`config.mk`:
```
export PLATFORM = sky130hd
export DESIGN_NAME = jbi_l2_rptr_pipe
export DESIGN_NICKNAME = d
export VERILOG_FILES = /design/src/rtl/jbi_l2_rptr_pipe.sv
export SDC_FILE = /design/constraint.sdc
export NUM_CORES = 1
export LEC_CHECK = 0
export CAP_MARGIN = 20
export CORE_ASPECT_RATIO = 0.9
export CORE_MARGIN = 2
export CORE_UTILIZATION = 45
export CTS_BUF_LIST = sky130_fd_sc_hd__clkbuf_16
export CTS_CLUSTER_SIZE = 14
export DETAILED_ROUTE_END_ITERATION = 10
export GPL_TIMING_DRIVEN = 0
export PLACE_DENSITY = 0.81
export SYNTH_ARGS = -nofsm -noshare
export SYNTH_HDL_FRONTEND = slang
export SYNTH_SLANG_ARGS = --single-unit
```
`constraint.sdc`:
```
create_clock -name rclk -period 2.2 [get_ports rclk]
set_clock_uncertainty 0.05 [all_clocks]
set_input_delay 0.44 -clock rclk [delete_from_list [all_inputs] [get_ports rclk]]
set_output_delay 0.44 -clock rclk [all_outputs]
set_load 0.02 [all_outputs]
```
`src/rtl/jbi_l2_rptr_pipe.sv`:
```
// Registered repeater between JBI and one L2 bank, with a conservative IQ occupancy
// counter that gives JBI a local full indication and credit over/underflow flags.
module jbi_l2_rptr_pipe #(
   parameter int unsigned REQ_STAGES = 2,
   parameter int unsigned RTN_STAGES = 2,
   parameter int unsigned IQ_DEPTH   = 16,
   parameter int unsigned CW         = $clog2(IQ_DEPTH + 1)
) (
   input  logic          rclk,
   input  logic          arst_l,
   input  logic [31:0]   jbi_sctag_req,
   input  logic [6:0]    jbi_scbuf_ecc,
   input  logic          jbi_sctag_req_vld,
   input  logic [31:0]   scbuf_jbi_data,
   input  logic          scbuf_jbi_ctag_vld,
   input  logic          scbuf_jbi_ue_err,
   input  logic          sctag_jbi_iq_dequeue,
   input  logic          sctag_jbi_wib_dequeue,
   input  logic          sctag_jbi_por_req,
   output logic [31:0]   jbi_sctag_req_buf,
   output logic [6:0]    jbi_scbuf_ecc_buf,
   output logic          jbi_sctag_req_vld_buf,
   output logic [31:0]   scbuf_jbi_data_buf,
   output logic          scbuf_jbi_ctag_vld_buf,
   output logic          scbuf_jbi_ue_err_buf,
   output logic          sctag_jbi_iq_dequeue_buf,
   output logic          sctag_jbi_wib_dequeue_buf,
   output logic          sctag_jbi_por_req_buf,
   output logic [CW-1:0] jbi_iq_cnt,
   output logic          jbi_iq_full,
   output logic          jbi_iq_ovf_err,
   output logic          jbi_iq_udf_err
);

   localparam int unsigned REQ_W = 40;
   localparam int unsigned RTN_W = 37;
   localparam logic [CW-1:0] CNT_MAX = CW'(IQ_DEPTH);

   logic [REQ_W-1:0] req_in;
   logic [RTN_W-1:0] rtn_in;
   logic [REQ_STAGES-1:0][REQ_W-1:0] req_q;
   logic [RTN_STAGES-1:0][RTN_W-1:0] rtn_q;

   logic [CW-1:0] cnt_q, cnt_d;
   logic          ovf_q, ovf_d;
   logic          udf_q, udf_d;
   logic          inc, dec;

   assign req_in = {jbi_sctag_req, jbi_scbuf_ecc, jbi_sctag_req_vld};
   assign rtn_in = {scbuf_jbi_data, scbuf_jbi_ctag_vld, scbuf_jbi_ue_err,
                    sctag_jbi_iq_dequeue, sctag_jbi_wib_dequeue, sctag_jbi_por_req};

   // Stages load unconditionally: data beats trail their header without their own valid.
   always_ff @(posedge rclk or negedge arst_l) begin
      if (!arst_l) begin
         req_q <= '0;
         rtn_q <= '0;
      end else begin
         req_q[0] <= req_in;
         for (int i = 1; i < int'(REQ_STAGES); i++) req_q[i] <= req_q[i-1];
         rtn_q[0] <= rtn_in;
         for (int i = 1; i < int'(RTN_STAGES); i++) rtn_q[i] <= rtn_q[i-1];
      end
   end

   assign {jbi_sctag_req_buf, jbi_scbuf_ecc_buf, jbi_sctag_req_vld_buf} = req_q[REQ_STAGES-1];
   assign {scbuf_jbi_data_buf, scbuf_jbi_ctag_vld_buf, scbuf_jbi_ue_err_buf,
           sctag_jbi_iq_dequeue_buf, sctag_jbi_wib_dequeue_buf,
           sctag_jbi_por_req_buf} = rtn_q[RTN_STAGES-1];

   // Increment before the request pipe, decrement after the return pipe: count never under-reports.
   assign inc = jbi_sctag_req_vld;
   assign dec = sctag_jbi_iq_dequeue_buf;

   always_comb begin
      cnt_d = cnt_q;
      ovf_d = ovf_q;
      udf_d = udf_q;
      if (inc && !dec) begin
         if (cnt_q == CNT_MAX) ovf_d = 1'b1;
         else                  cnt_d = cnt_q + CW'(1);
      end else if (dec && !inc) begin
         if (cnt_q == '0) udf_d = 1'b1;
         else             cnt_d = cnt_q - CW'(1);
      end
   end

   always_ff @(posedge rclk or negedge arst_l) begin
      if (!arst_l) begin
         cnt_q <= '0;
         ovf_q <= 1'b0;
         udf_q <= 1'b0;
      end else begin
         cnt_q <= cnt_d;
         ovf_q <= ovf_d;
         udf_q <= udf_d;
      end
   end

   assign jbi_iq_cnt     = cnt_q;
   assign jbi_iq_full    = (cnt_q == CNT_MAX);
   assign jbi_iq_ovf_err = ovf_q;
   assign jbi_iq_udf_err = udf_q;

endmodule
```
Word level (Yosys, flattened, before mapping)

Index checks and enable logic that the tools add are counted.

$add $sub $neg: 2
Eq/ne operators: 3
Multiplexer cells: 4
Bitwise operators: 1
Reductions and logical operators: 9

Operator list:

| cell                | count |
|---|---|
| $mux 5              | 4 |
| $reduce_and 3->1    | 2 |
| $add 5x1->5 const B | 1 |
| $eq 5x5->1 const B  | 1 |
| $logic_not 5->1     | 1 |
| $sub 5x1->5 const B | 1 |
| $ne 2x2->1 const B  | 2 |
| $logic_and 1x1->1   | 2 |
| $logic_not 1->1     | 2 |
| $reduce_and 2->1    | 1 |
| $reduce_bool 2->1   | 1 |
| $not 1->1           | 1 |

Bits in registers: 161
Bits of input ports: 79
Output and inout bits: 85

Depth between registers and ports, before layout

Word-level depth: 4
Mapped depth: 8
Gate-level depth less buffers: 8

Worst setup path before layout

OpenSTA, ideal clock, no wires.

Kind: register -> register
From: reg rtn_q (netlist bit sctag_jbi_iq_dequeue_buf)
To: reg cnt_q[4], in the netlist jbi_iq_cnt[4]
Setup time: 0.087 ns
Arrival: 1.834 ns
Data required time: 2.063 ns
Path slack: 0.229 ns
Stages on the path, launching flop included: 9
Path through: dfrtp_1 > inv_1 > ha_1 > inv_1 > fa_1 > nand3_1 > nand2_1 > mux2_2 > a22oi_1

Cells in the longest elaborated chain, start to end: 4
Elaborated cells between the ends (all ways): 8

Ends and longest elaborated chain:

| what                                                                    | line | text |
|---|---|---|
| start: declaration                                                      | 42   | `logic [RTN_STAGES-1:0][RTN_W-1:0] rtn_q;` |
| $logic_not 1->1                                                         | 79   | `if (inc && !dec) begin` |
| $logic_and 1x1->1                                                       | 79   |  |
| $ne 2x2->1 (no source line) / $reduce_bool 2->1 (equally long branches) | -    |  |
| $reduce_and 3->1 (no source line)                                       | -    |  |
| end signal: assignment                                                  | 94   | `cnt_q <= cnt_d;` |
| end: declaration                                                        | 44   | `logic [CW-1:0] cnt_q, cnt_d;` |

Several ways; a longest one is shown, not always the timed one.
A chain may end at the register's enable or synchronous reset.

Worst setup path in the final report

From: in jbi_sctag_req_vld
To: reg cnt_q[4], in the netlist jbi_iq_cnt[4]

Cells in the longest elaborated chain, start to end: 4
Elaborated cells between the ends (all ways): 8

Ends and longest elaborated chain:

| what                               | line | text |
|---|---|---|
| start: declaration                 | 13   | `input logic jbi_sctag_req_vld,` |
| $logic_not 1->1                    | 82   | `end else if (dec && !inc) begin` |
| $logic_and 1x1->1                  | 82   |  |
| $reduce_bool 2->1 (no source line) | -    |  |
| $reduce_and 3->1 (no source line)  | -    |  |

Several ways; a longest one is shown, not always the timed one.

==> metrics.txt <==
# TYPE chip_impl_metric gauge
chip_impl_metric{name="post_synth_instance_area",unit="um2"} 4850
chip_impl_info{name="path_cells",value="clkdlybuf4s50_1 > ha_4 > inv_1 > ha_1 > a21oi_1 > nand2_1 > mux2_2 > a22oi_1"} 1
chip_impl_info{name="final_cell_mix",value="sky130_fd_sc_hd__clkdlybuf4s50_1, sky130_fd_sc_hd__dfrtp_1, sky130_fd_sc_hd__buf_4"} 1
chip_impl_metric{name="cellPowerDensity",unit="nW/um2"} 994
chip_impl_metric{name="rows",unit=""} 35
chip_impl_info{name="tritoncts",value="yes"} 1
chip_impl_metric{name="clkPwrFrac",unit="%"} 38.6
chip_impl_metric{name="worst-endpoint-required",unit="ps"} 2470
chip_impl_metric{name="synth.distinct_cells",unit=""} 21
chip_impl_info{name="hp_class",value="primary input to async pin"} 1
chip_impl_info{name="outcome",value="finished, final reports clean"} 1
chip_impl_metric{name="dieWidth",unit="um"} 113
chip_impl_info{name="worst-setup-path-type",value="primary input to flop"} 1
chip_impl_metric{name="hold_violations",unit=""} 0
chip_impl_metric{name="critical_path_arrival",unit="ps"} 2450
chip_impl_metric{name="cts_buffers",unit=""} 17
chip_impl_metric{name="timing.final.crit_share",unit="%"} 99.1
chip_impl_metric{name="clk_pin_slew",unit="ps"} 60
chip_impl_metric{name="wl_per_cell",unit="um"} 14.9
chip_impl_metric{name="area_growth",unit="%"} 49.8
chip_impl_metric{name="top_level_ports",unit=""} 164
chip_impl_info{name="mostFrequentLayoutCell",value="sky130_fd_sc_hd__clkdlybuf4s50_1"} 1
chip_impl_metric{name="final_critical_path_setup_slack",unit="ps"} 19.0
chip_impl_metric{name="route.final.wire_length",unit="um"} 8870
chip_impl_metric{name="cts.path.max_buffers",unit=""} 2
chip_impl_metric{name="die-area",unit="um2"} 11600
chip_impl_metric{name="port-buffer-count",unit=""} 163
chip_impl_metric{name="comb_power_share",unit="%"} 15.4
chip_impl_metric{name="synthesis.area_per_instance",unit="um2"} 18.1
chip_impl_metric{name="grt_remaining_overflow",unit=""} 0
chip_impl_metric{name="initial_utilization",unit="%"} 46.7
chip_impl_metric{name="synth.ff_latch_count",unit=""} 161
chip_impl_metric{name="max_slew.worst_pin.slew",unit="ps"} 751
chip_impl_metric{name="detailroute.via_count",unit=""} 2510
chip_impl_metric{name="final_max_slew_viol_count",unit=""} 0
chip_impl_metric{name="cts_htree_levels",unit=""} 4
chip_impl_metric{name="critPathMaxFanout",unit=""} 5
chip_impl_metric{name="setup-violations-final",unit=""} 0
chip_impl_metric{name="finalSetupTns",unit="ps"} 0
chip_impl_metric{name="dp_hpwl",unit="um"} 6010
chip_impl_metric{name="grt_max_degree",unit=""} 86
chip_impl_metric{name="worst_path_largest_cell_delay",unit="ps"} 580
chip_impl_metric{name="layout.nets",unit=""} 537
chip_impl_metric{name="insertedDiodeCount",unit=""} 0
chip_impl_metric{name="worst_ir_drop_vdd",unit="mV"} 0.699
chip_impl_info{name="crit_path_top_delay_cell",value="sky130_fd_sc_hd__clkdlybuf4s50_1"} 1
chip_impl_info{name="endpoint_kind",value="flop"} 1
chip_impl_metric{name="antenna_left",unit=""} 0
chip_impl_metric{name="fmax",unit="MHz"} 459
chip_impl_metric{name="p_sw_share",unit="%"} 24.5
chip_impl_metric{name="drt_drc_violations_left",unit=""} 0
chip_impl_metric{name="total_leakage_power",unit="uW"} 0.00330
chip_impl_metric{name="final_layout_size_suffix_gt1_share",unit="%"} 23.9
chip_impl_metric{name="intPower",unit="uW"} 5450
chip_impl_info{name="cts_root_buffer",value="sky130_fd_sc_hd__clkbuf_16"} 1
chip_impl_metric{name="first_pass_iteration_count_of_the_detailed_router",unit=""} 4
chip_impl_metric{name="max-cap-violations",unit=""} 0
chip_impl_metric{name="slew_headroom",unit="%"} 49.9
chip_impl_metric{name="synth_cells",unit=""} 268
chip_impl_metric{name="cts_hold_buf",unit=""} 0
chip_impl_metric{name="cts_sinks",unit=""} 161
chip_impl_metric{name="share_seq_of_total_power",unit="%"} 46.0
chip_impl_metric{name="detailedPlace.worstSlack",unit="ps"} -415
chip_impl_metric{name="ys_warn_count",unit=""} 0
chip_impl_metric{name="first_iter_violations",unit=""} 127
chip_impl_info{name="cp-start-kind",value="primary input"} 1
chip_impl_metric{name="grtUsageTotal",unit="%"} 16.4
chip_impl_metric{name="grt_pass1_vias",unit=""} 2727
chip_impl_metric{name="synth_net_count",unit=""} 353
chip_impl_metric{name="switching_pwr",unit="uW"} 1770
chip_impl_metric{name="clk_latency",unit="ps"} 410
chip_impl_metric{name="globalplace.congestion",unit=""} 0.737
chip_impl_metric{name="finalCriticalPeriod",unit="ps"} 2180
chip_impl_metric{name="initial_antenna_violation_count",unit=""} 0
chip_impl_metric{name="grt_pass1_wl",unit="um"} 13900
chip_impl_metric{name="chipHeight",unit="um"} 102
chip_impl_metric{name="ys_seq_area_share",unit="%"} 83.1
chip_impl_metric{name="core_area",unit="um2"} 10400
chip_impl_metric{name="post_drt_via_cell_ratio",unit=""} 4.23
## cell usage after synthesis (all sizes together)
| cell | instances | area [um2] |
|---|---|---|
| a21oi | 4 | 20.0 |
| a31o | 1 | 8.76 |
| inv | 4 | 15.0 |
| nor3 | 2 | 10.0 |
| nor2 | 1 | 3.75 |
| ha | 5 | 62.6 |
| a22oi | 1 | 7.51 |
| buf | 71 | 533 |
| nand2 | 4 | 15.0 |
| and2 | 1 | 7.51 |
| mux2 | 1 | 11.3 |
| dfrtp | 161 | 4030 |
| a21o | 2 | 16.3 |
| a22o | 1 | 8.76 |
| nor4 | 1 | 21.3 |
| mux2i | 2 | 20.0 |
| xnor2 | 3 | 26.3 |
| fa | 1 | 20.0 |
| nand3 | 1 | 5.00 |
| xor2 | 1 | 8.76 |
## cells by family (layout without fill, tap and decap cells)
group	count (synthesis)	after routing	synth area share (%)
buf+inv	75	272	11.3
xor+xnor	4	4	0.723
mux	3	3	0.645
simple gates	10	10	1.29
compound gates	9	9	1.26
fa+ha+maj	6	6	1.70
flops	161	161	83.1
## power groups by stage
| stage | logic, uW | clock network [uW] | registers, uW |
|---|---|---|---|
| floorplan | 471 | 0 | 3420 |
| global placement | 1050 | 0 | 3350 |
| detailed placement | 1100 | 0 | 3370 |
| CTS | 1120 | 2860 | 3320 |
| global route | 1200 | 3010 | 3340 |
| finish | 1110 | 2790 | 3320 |
## per-layer routing
metal | up-vias | part of all wire (%) | GRT usage (%)
met3 | 12 | 9.2 | 7.95
met2 | 117 | 53 | 28.3
met1 | 1242 | 37 | 18.0
li1 | 1139 | - | -
met5 | - | 0 | 0
met4 | 0 | 1.2 | 5.72
## cell type report
class	count	area [um2]
Fill cell	684	3110
Clock inverter	15	146
Buffer	71	533
Multi-Input combinational cell	32	285
Tap cell	129	161
Clock buffer	17	425
Sequential cell	161	4030
Timing Repair Buffer	165	1670
Inverter	4	15.0
## flip-flops by register name, indices dropped and copies added (netlist names)
name                       flops
req_q                         40
rtn_q                         37
jbi_sctag_req_buf             32
scbuf_jbi_data_buf            32
jbi_scbuf_ecc_buf              7
jbi_iq_cnt                     5
jbi_iq_ovf_err                 1
jbi_iq_udf_err                 1
jbi_sctag_req_vld_buf          1
scbuf_jbi_ctag_vld_buf         1
scbuf_jbi_ue_err_buf           1
sctag_jbi_iq_dequeue_buf       1
sctag_jbi_por_req_buf          1
sctag_jbi_wib_dequeue_buf      1
## critical path: cells and delay by family
kind                       cells  cell delay (ps)
AOI/OAI and AO/OA              2              370
buffers and inverters          2              680
muxes                          1              300
and+or+nand+nor                1              130
adders and majority gates      2              540
## final timing paths
kind | to | from | cells past startpoint | slack [ps]
max | jbi_iq_cnt[4]$_DFFE_PN0P_ | jbi_sctag_req_vld | 8 | 20
min | scbuf_jbi_data_buf[9]$_DFF_PN0_ | arst_l | 1 | 20
max reg2reg | jbi_iq_cnt[4]$_DFFE_PN0P_ | sctag_jbi_iq_dequeue_buf$_DFF_PN0_ | 8 | 140
min reg2reg | jbi_sctag_req_buf[27]$_DFF_PN0_ | req_q[35]$_DFF_PN0_ | 0 | 290
max in group asynchronous | jbi_iq_cnt[1]$_DFFE_PN0P_ | arst_l | 2 | 1250
min in group rclk | jbi_sctag_req_buf[27]$_DFF_PN0_ | req_q[35]$_DFF_PN0_ | 0 | 290
## through the flow
stage	utilization [%]	instances	hold slack (ps)	power [uW]	instance area [um2]
after detailed placement	64.3	561	285	4460	6670
after CTS	69.9	594	44.6	7300	7250
after global routing	70.0	594	72.0	7550	7270
after global placement	64.0	560	281	4410	6640
final	70.0	594	24.5	7220	7270
after floorplan	-	268	94.4	3890	4850
## repair_timing
action / 4_1_cts / 5_1_grt
resized for setup: 3 / 3
buffers inserted: 1 / 0
setup endpoints to repair: 1 / 2
pin swaps: 1 / 0
hold endpoints to repair: 0 / 0
Note: power is estimated with default switching activity, not from simulation.
